$ cat config.mk
export PLATFORM = sky130hd
export DESIGN_NAME = quiz_display_seq
export DESIGN_NICKNAME = d
export VERILOG_FILES = /design/src/rtl/quiz_display_seq.sv
export SDC_FILE = /design/constraint.sdc
export NUM_CORES = 1
export LEC_CHECK = 0
export ABC_AREA = 1
export BUFFER_PORTS_ARGS = -buffer_cell sky130_fd_sc_hd__clkbuf_2
export CAP_MARGIN = 10
export CORE_ASPECT_RATIO = 0.5
export CORE_MARGIN = 5
export CORE_UTILIZATION = 30
export DETAILED_ROUTE_END_ITERATION = 8
export PLACE_DENSITY = 0.48
export RECOVER_POWER = 25
export SETUP_SLACK_MARGIN = 0.4
export SLEW_MARGIN = 20
export SYNTH_ARGS = -nofsm -noshare
export SYNTH_HDL_FRONTEND = slang
export SYNTH_SLANG_ARGS = --single-unit
$ cat constraint.sdc
create_clock -name clk -period 2.3 [get_ports clk]
set_input_delay 0.23 -clock clk [delete_from_list [all_inputs] [get_ports clk]]
set_output_delay 0.23 -clock clk [all_outputs]
set_load 0.01 [all_outputs]
$ cat src/rtl/quiz_display_seq.sv
// Display sequencer for the arithmetic quiz: latches a question, converts the result to
// decimal by repeated subtraction, then shows each item on one 7-segment display with blank gaps.
module quiz_display_seq #(
    parameter int unsigned HOLD_CYCLES = 150000000,
    parameter int unsigned GAP_CYCLES  = 5000000,
    parameter int unsigned CNT_W       = 28
) (
    input  logic       clk,
    input  logic       reset,
    input  logic       start,
    input  logic [3:0] num_a,
    input  logic [3:0] num_b,
    input  logic [1:0] op,
    input  logic [6:0] result,
    output logic [6:0] num_led,
    output logic [2:0] op_led,
    output logic       busy,
    output logic       done
);

    typedef enum logic [3:0] {
        S_IDLE, S_CONV, S_SHOW_A, S_GAP1, S_SHOW_B, S_GAP2,
        S_SHOW_T, S_GAP3, S_SHOW_U, S_DONE
    } state_t;

    localparam logic [6:0] DASH = 7'b0000001;

    state_t           r_state;
    state_t           w_next;
    logic [CNT_W-1:0] r_cnt;
    logic [3:0]       r_a;
    logic [3:0]       r_b;
    logic [6:0]       r_rem;
    logic [3:0]       r_tens;
    logic             r_err;
    logic [6:0]       r_num_led;
    logic [2:0]       r_op_led;
    logic             r_busy;
    logic             r_done;

    logic             w_accept;
    logic             w_last_hold;
    logic             w_last_gap;
    logic             w_timed;
    logic [6:0]       w_num_led;

    function automatic logic [6:0] seg7(input logic [3:0] d);
        case (d)
            4'd0:    seg7 = 7'b1111110;
            4'd1:    seg7 = 7'b0110000;
            4'd2:    seg7 = 7'b1101101;
            4'd3:    seg7 = 7'b1111001;
            4'd4:    seg7 = 7'b0110011;
            4'd5:    seg7 = 7'b1011011;
            4'd6:    seg7 = 7'b1011111;
            4'd7:    seg7 = 7'b1110000;
            4'd8:    seg7 = 7'b1111111;
            4'd9:    seg7 = 7'b1111011;
            default: seg7 = DASH;
        endcase
    endfunction

    function automatic logic [2:0] op_decode(input logic [1:0] code);
        case (code)
            2'd0:    op_decode = 3'b001;
            2'd1:    op_decode = 3'b010;
            2'd2:    op_decode = 3'b100;
            default: op_decode = 3'b000;
        endcase
    endfunction

    assign w_last_hold = (r_cnt == CNT_W'(HOLD_CYCLES - 1));
    assign w_last_gap  = (r_cnt == CNT_W'(GAP_CYCLES - 1));

    always_comb begin
        w_next   = r_state;
        w_accept = 1'b0;
        w_timed  = 1'b1;
        case (r_state)
            S_IDLE, S_DONE: begin
                w_timed = 1'b0;
                if (start) begin
                    w_next   = S_CONV;
                    w_accept = 1'b1;
                end
            end
            S_CONV: begin
                w_timed = 1'b0;
                if (r_rem > 7'd99 || r_rem < 7'd10) w_next = S_SHOW_A;
            end
            S_SHOW_A: if (w_last_hold) w_next = S_GAP1;
            S_GAP1:   if (w_last_gap)  w_next = S_SHOW_B;
            S_SHOW_B: if (w_last_hold) w_next = S_GAP2;
            // A zero tens digit is suppressed unless the result was out of range
            S_GAP2:   if (w_last_gap)  w_next = (r_tens == 4'd0 && !r_err) ? S_SHOW_U : S_SHOW_T;
            S_SHOW_T: if (w_last_hold) w_next = S_GAP3;
            S_GAP3:   if (w_last_gap)  w_next = S_SHOW_U;
            S_SHOW_U: if (w_last_hold) w_next = S_DONE;
            default:  w_next = S_IDLE;
        endcase
    end

    // Display follows the next state so each digit appears on the edge that enters its state
    always_comb begin
        w_num_led = '0;
        case (w_next)
            S_SHOW_A: w_num_led = seg7(r_a);
            S_SHOW_B: w_num_led = seg7(r_b);
            S_SHOW_T: w_num_led = r_err ? DASH : seg7(r_tens);
            S_SHOW_U: w_num_led = r_err ? DASH : seg7(r_rem[3:0]);
            S_DONE:   w_num_led = r_num_led;
            default:  w_num_led = '0;
        endcase
    end

    always_ff @(posedge clk or posedge reset) begin
        if (reset) begin
            r_state   <= S_IDLE;
            r_cnt     <= '0;
            r_a       <= '0;
            r_b       <= '0;
            r_rem     <= '0;
            r_tens    <= '0;
            r_err     <= 1'b0;
            r_num_led <= '0;
            r_op_led  <= '0;
            r_busy    <= 1'b0;
            r_done    <= 1'b0;
        end else begin
            r_state   <= w_next;
            r_num_led <= w_num_led;
            r_busy    <= (w_next != S_IDLE) && (w_next != S_DONE);
            r_done    <= (w_next == S_DONE) && (r_state != S_DONE);
            r_cnt     <= (w_next != r_state || !w_timed) ? '0 : r_cnt + 1'b1;
            if (w_accept) begin
                r_a      <= num_a;
                r_b      <= num_b;
                r_rem    <= result;
                r_tens   <= '0;
                r_err    <= 1'b0;
                r_op_led <= op_decode(op);
            end else if (r_state == S_CONV) begin
                if (r_rem > 7'd99) begin
                    r_err <= 1'b1;
                end else if (r_rem >= 7'd10) begin
                    r_rem  <= r_rem - 7'd10;
                    r_tens <= r_tens + 4'd1;
                end
            end
        end
    end

    assign num_led = r_num_led;
    assign op_led  = r_op_led;
    assign busy    = r_busy;
    assign done    = r_done;

endmodule

==> flow_metrics.py <==
metrics = {
    "clock_network": {
        "clock-sinks": 64,
        "worstSkewPairLatency_ps": 330,
        "tritoncts": "done",
        "cts_inserted_buffers": 9,
        "cts.path.max_buffers": 2,
        "htree_levels": 3,
        "path_clk_slew_ps": 60,
        "root_buffer": "clkbuf_16",
    },
    "die": {
        "core_um2": 14700,
        "io_pins": 32,
        "start_util": 0.311,
        "die_x_um": 185,
        "die_h_um": 97.5,
        "rows": 31,
        "die-area_um2": 18000,
    },
    "sta": {
        "final_hold_viol_count": 0,
        "fin_crit_ps": 2050,
        "fmax_mhz": 488,
        "layout_setup_ws_ps": 251,
        "period_share": 0.891,
        "slew_headroom": 0.415,
        "holdWs_ps": 94.4,
        "worst_pin_slew_ps": 877,
        "rsz0062_at_grt": "true",
        "drv_slew": 0,
        "fin_setup_tns_ps": 0,
        "finalSetupViolCount": 0,
        "fin_skew_ps": 8.17,
    },
    "synth": {
        "ys_warn_count": 0,
        "synth_area_per_cell_um2": 7.51,
        "yosysSeqAreaShare": 0.349,
        "synth.cell_area_um2": 4590,
        "yosys.cell_types.count": 37,
        "ys_seq_elements": 64,
        "syn-num-nets": 660,
        "syn_inst": 611,
    },
    "critical_path": {
        "crit_buf_inv": 3,
        "critPathMaxStageDelay_ps": 470,
        "critPathTopFamily": "simple AND/OR/NAND/NOR gates",
        "cp_slowest_cell": "dfrtp_2",
        "crit_top_cell": "nand3_2",
        "required_ps": 2560,
        "endpoint_kind": "flip-flop",
        "critPathKind": "reg -> reg",
        "start_kind": "flip-flop",
        "crit_arrival_ps": 2310,
        "cp_cell_sequence": "ha_4 > inv_1 > nand3_2 > nand3_2 > nand2_2 > nand3_2 > nand2_2 > nor2_2 > nand2_4 > xor2_2 > inv_2 > nor2_4 > nand2_4 > buf_12 > nor2_1",
        "worstPathMaxFanout": 10,
    },
    "layout": {
        "diodes": 0,
        "final_util": 0.420,
        "area_growth_pct": 34.9,
        "seq_area_um2": 1610,
        "multi_input_area_um2": 2970,
        "final_layout_size_suffix_gt1_frac": 0.345,
        "fin_nets": 763,
        "fill_cells": 1528,
    },
    "place": {
        "place_ws_ps": 70.0,
        "hpwlAfterDp_um": 8470,
        "gp_congestion": 0.860,
        "placement.io_buffers": 31,
    },
    "pwr": {
        "combPwrFrac": 0.586,
        "seqPwrFrac": 0.222,
        "p_switching_mw": 3.21,
        "p_clk_frac": 0.192,
        "swShare": 0.441,
        "internal_power_mw": 4.07,
        "vdd_drop_max_v": 0.000505,
        "power_density_nw_per_um2": 1180,
        "power.leakage_nw": 2.84,
    },
    "grt": {
        "antenna_found_initial": 0,
        "grt_pass1_vias": 4250,
        "overflow": 0,
        "grt_pass1_wl_um": 20500,
        "grt_max_degree": 44,
        "grtUsageTotal": 0.138,
    },
    "run": {
        "maxCapViolCount": 0,
    },
    "min_path": {
        "min_path_type": "in -> reg",
    },
    "routing": {
        "drt.antenna.violating_nets": 0,
        "first_pass_iters": 4,
        "drc": 0,
        "wl_per_cell_um": 12.9,
        "wl_um": 11800,
        "vias": 4185,
        "drtIter0Drc": 249,
        "viasPerCell": 4.56,
    },
    "run_status": {
        "status": "complete, no violations",
    },
}
## power by group through the flow
stage          logic, mW  registers (mW)  clock network (mW)
2_1_floorplan       2.43            1.62                   0
5_1_grt             4.74            1.66                1.49
4_1_cts             4.03            1.59                1.44
3_5_place_dp        3.39            1.62                   0
6_report            4.27            1.61                1.40
3_3_place_gp        3.38            1.62                   0
## state kept, by name (all words and copies together), names as in the netlist
signal	flops
busy	1
done	1
num_led	7
op_led	3
r_a	4
r_b	4
r_cnt	28
r_err	1
r_rem	7
r_state	4
r_tens	4
## stage by stage
step | instances | instance area (um2) | total power [mW]
after global placement | 861 | 5240 | 5.00
final | 917 | 6190 | 7.28
after CTS | 910 | 6000 | 7.07
after floorplan | 611 | 4620 | 4.06
after global routing | 917 | 6190 | 7.89
after detailed placement | 861 | 5240 | 5.02
## cells by family (layout without fill, tap and decap cells)
logic type      after synthesis  count (layout)  share of synthesized area
fa+ha+maj                    29              29                     0.0791
flops                        64              64                      0.349
buf+inv                      81             189                     0.0728
simple gates                342             342                      0.363
compound gates               68              68                     0.0826
xor+xnor                     27              27                     0.0532
## worst paths after layout
kind	startpoint	end	slack [ps]	depth (start not counted)
min in group asynchronous	reset	r_cnt[3]	610	3
max	r_rem[1]	r_cnt[26]	250	15
max reg2reg	r_rem[1]	r_cnt[26]	250	15
max in group asynchronous	reset	r_state[3]	450	4
min	op[0]	op_led[0]	90	2
min reg2reg	num_led[0]	num_led[0]	470	2
## cells in the mapped netlist
cell type  number  area (um2)
nand2_1       139         522
nor2_1         72         270
inv_1          65         244
dfrtp_1        64        1600
nand3_1        54         270
ha_1           29         363
o21ai_0        26         130
xor2_1         25         219
a21oi_1        23         115
nor2_4         21         236
nand4_1        14        87.6
nor2_2         13        81.3
a31oi_1         9        56.3
nor3_1          9        45.0
inv_2           6        22.5
nand2_2         5        31.3
or2_2           5        31.3
clkbuf_1        4        15.0
nand2_4         3        33.8
nand3b_1        3        22.5
o211ai_1        3        22.5
buf_2           2        10.0
nor3_2          2        20.0
o31ai_1         2        15.0
a21o_1          1        7.51
a31o_2          1        8.76
buf_1           1        3.75
buf_12          1        20.0
buf_8           1        15.0
clkinv_1        1        3.75
nand3_2         1        10.0
o2111ai_1       1        8.76
o21ai_2         1        8.76
o22ai_1         1        6.26
or3_1           1        6.26
xnor2_1         1        8.76
xor2_2          1        16.3
## layout by cell type, fill, tap and decap left out, types with 3 or more instances in the layout
cell type / instances
ha_1: 25
nand2_1: 120
a31oi_1: 9
nand2_2: 24
nand3_2: 17
inv_2: 18
o21ai_0: 25
o211ai_1: 3
nor2_4: 28
nand2_4: 3
nand3_1: 38
a21oi_1: 21
dfrtp_2: 7
nor2_2: 25
dfrtp_1: 57
buf_4: 54
clkbuf_1: 14
ha_4: 4
nor2_1: 53
xor2_1: 24
buf_6: 7
nand4_1: 14
nor3_1: 7
buf_12: 5
clkbuf_16: 9
inv_1: 50
clkbuf_2: 19
nand3b_1: 3
or2_2: 5
## layer usage
layer / vias up / share of wire / global-route usage
li1: 2168 / - / -
met5: - / 0 / 0
met2: 47 / 0.46 / 0.216
met3: 13 / 0.020 / 0.0295
met1: 1957 / 0.51 / 0.190
met4: 0 / 0.014 / 0.0406
## cell type report
type,instances,share of cell area
multi-input combinational,466,0.479
clock inverter,3,0.00647
tap,198,0.0400
sequential,64,0.260
clock buffer,13,0.0420
inverter,72,0.0453
timing repair buffer,101,0.127
## repair_timing
item / 4_1_cts / 5_1_grt
cloned: 1 / 0
hold buffers: 1 / 0
pin swaps: 15 / 28
buffers inserted: 31 / 7
gates resized for setup: 60 / 47
endpoints found under the hold margin: 21 / 0
endpoints found under the setup margin: 43 / 44
No activity file was read; power rests on OpenSTA's default activity.
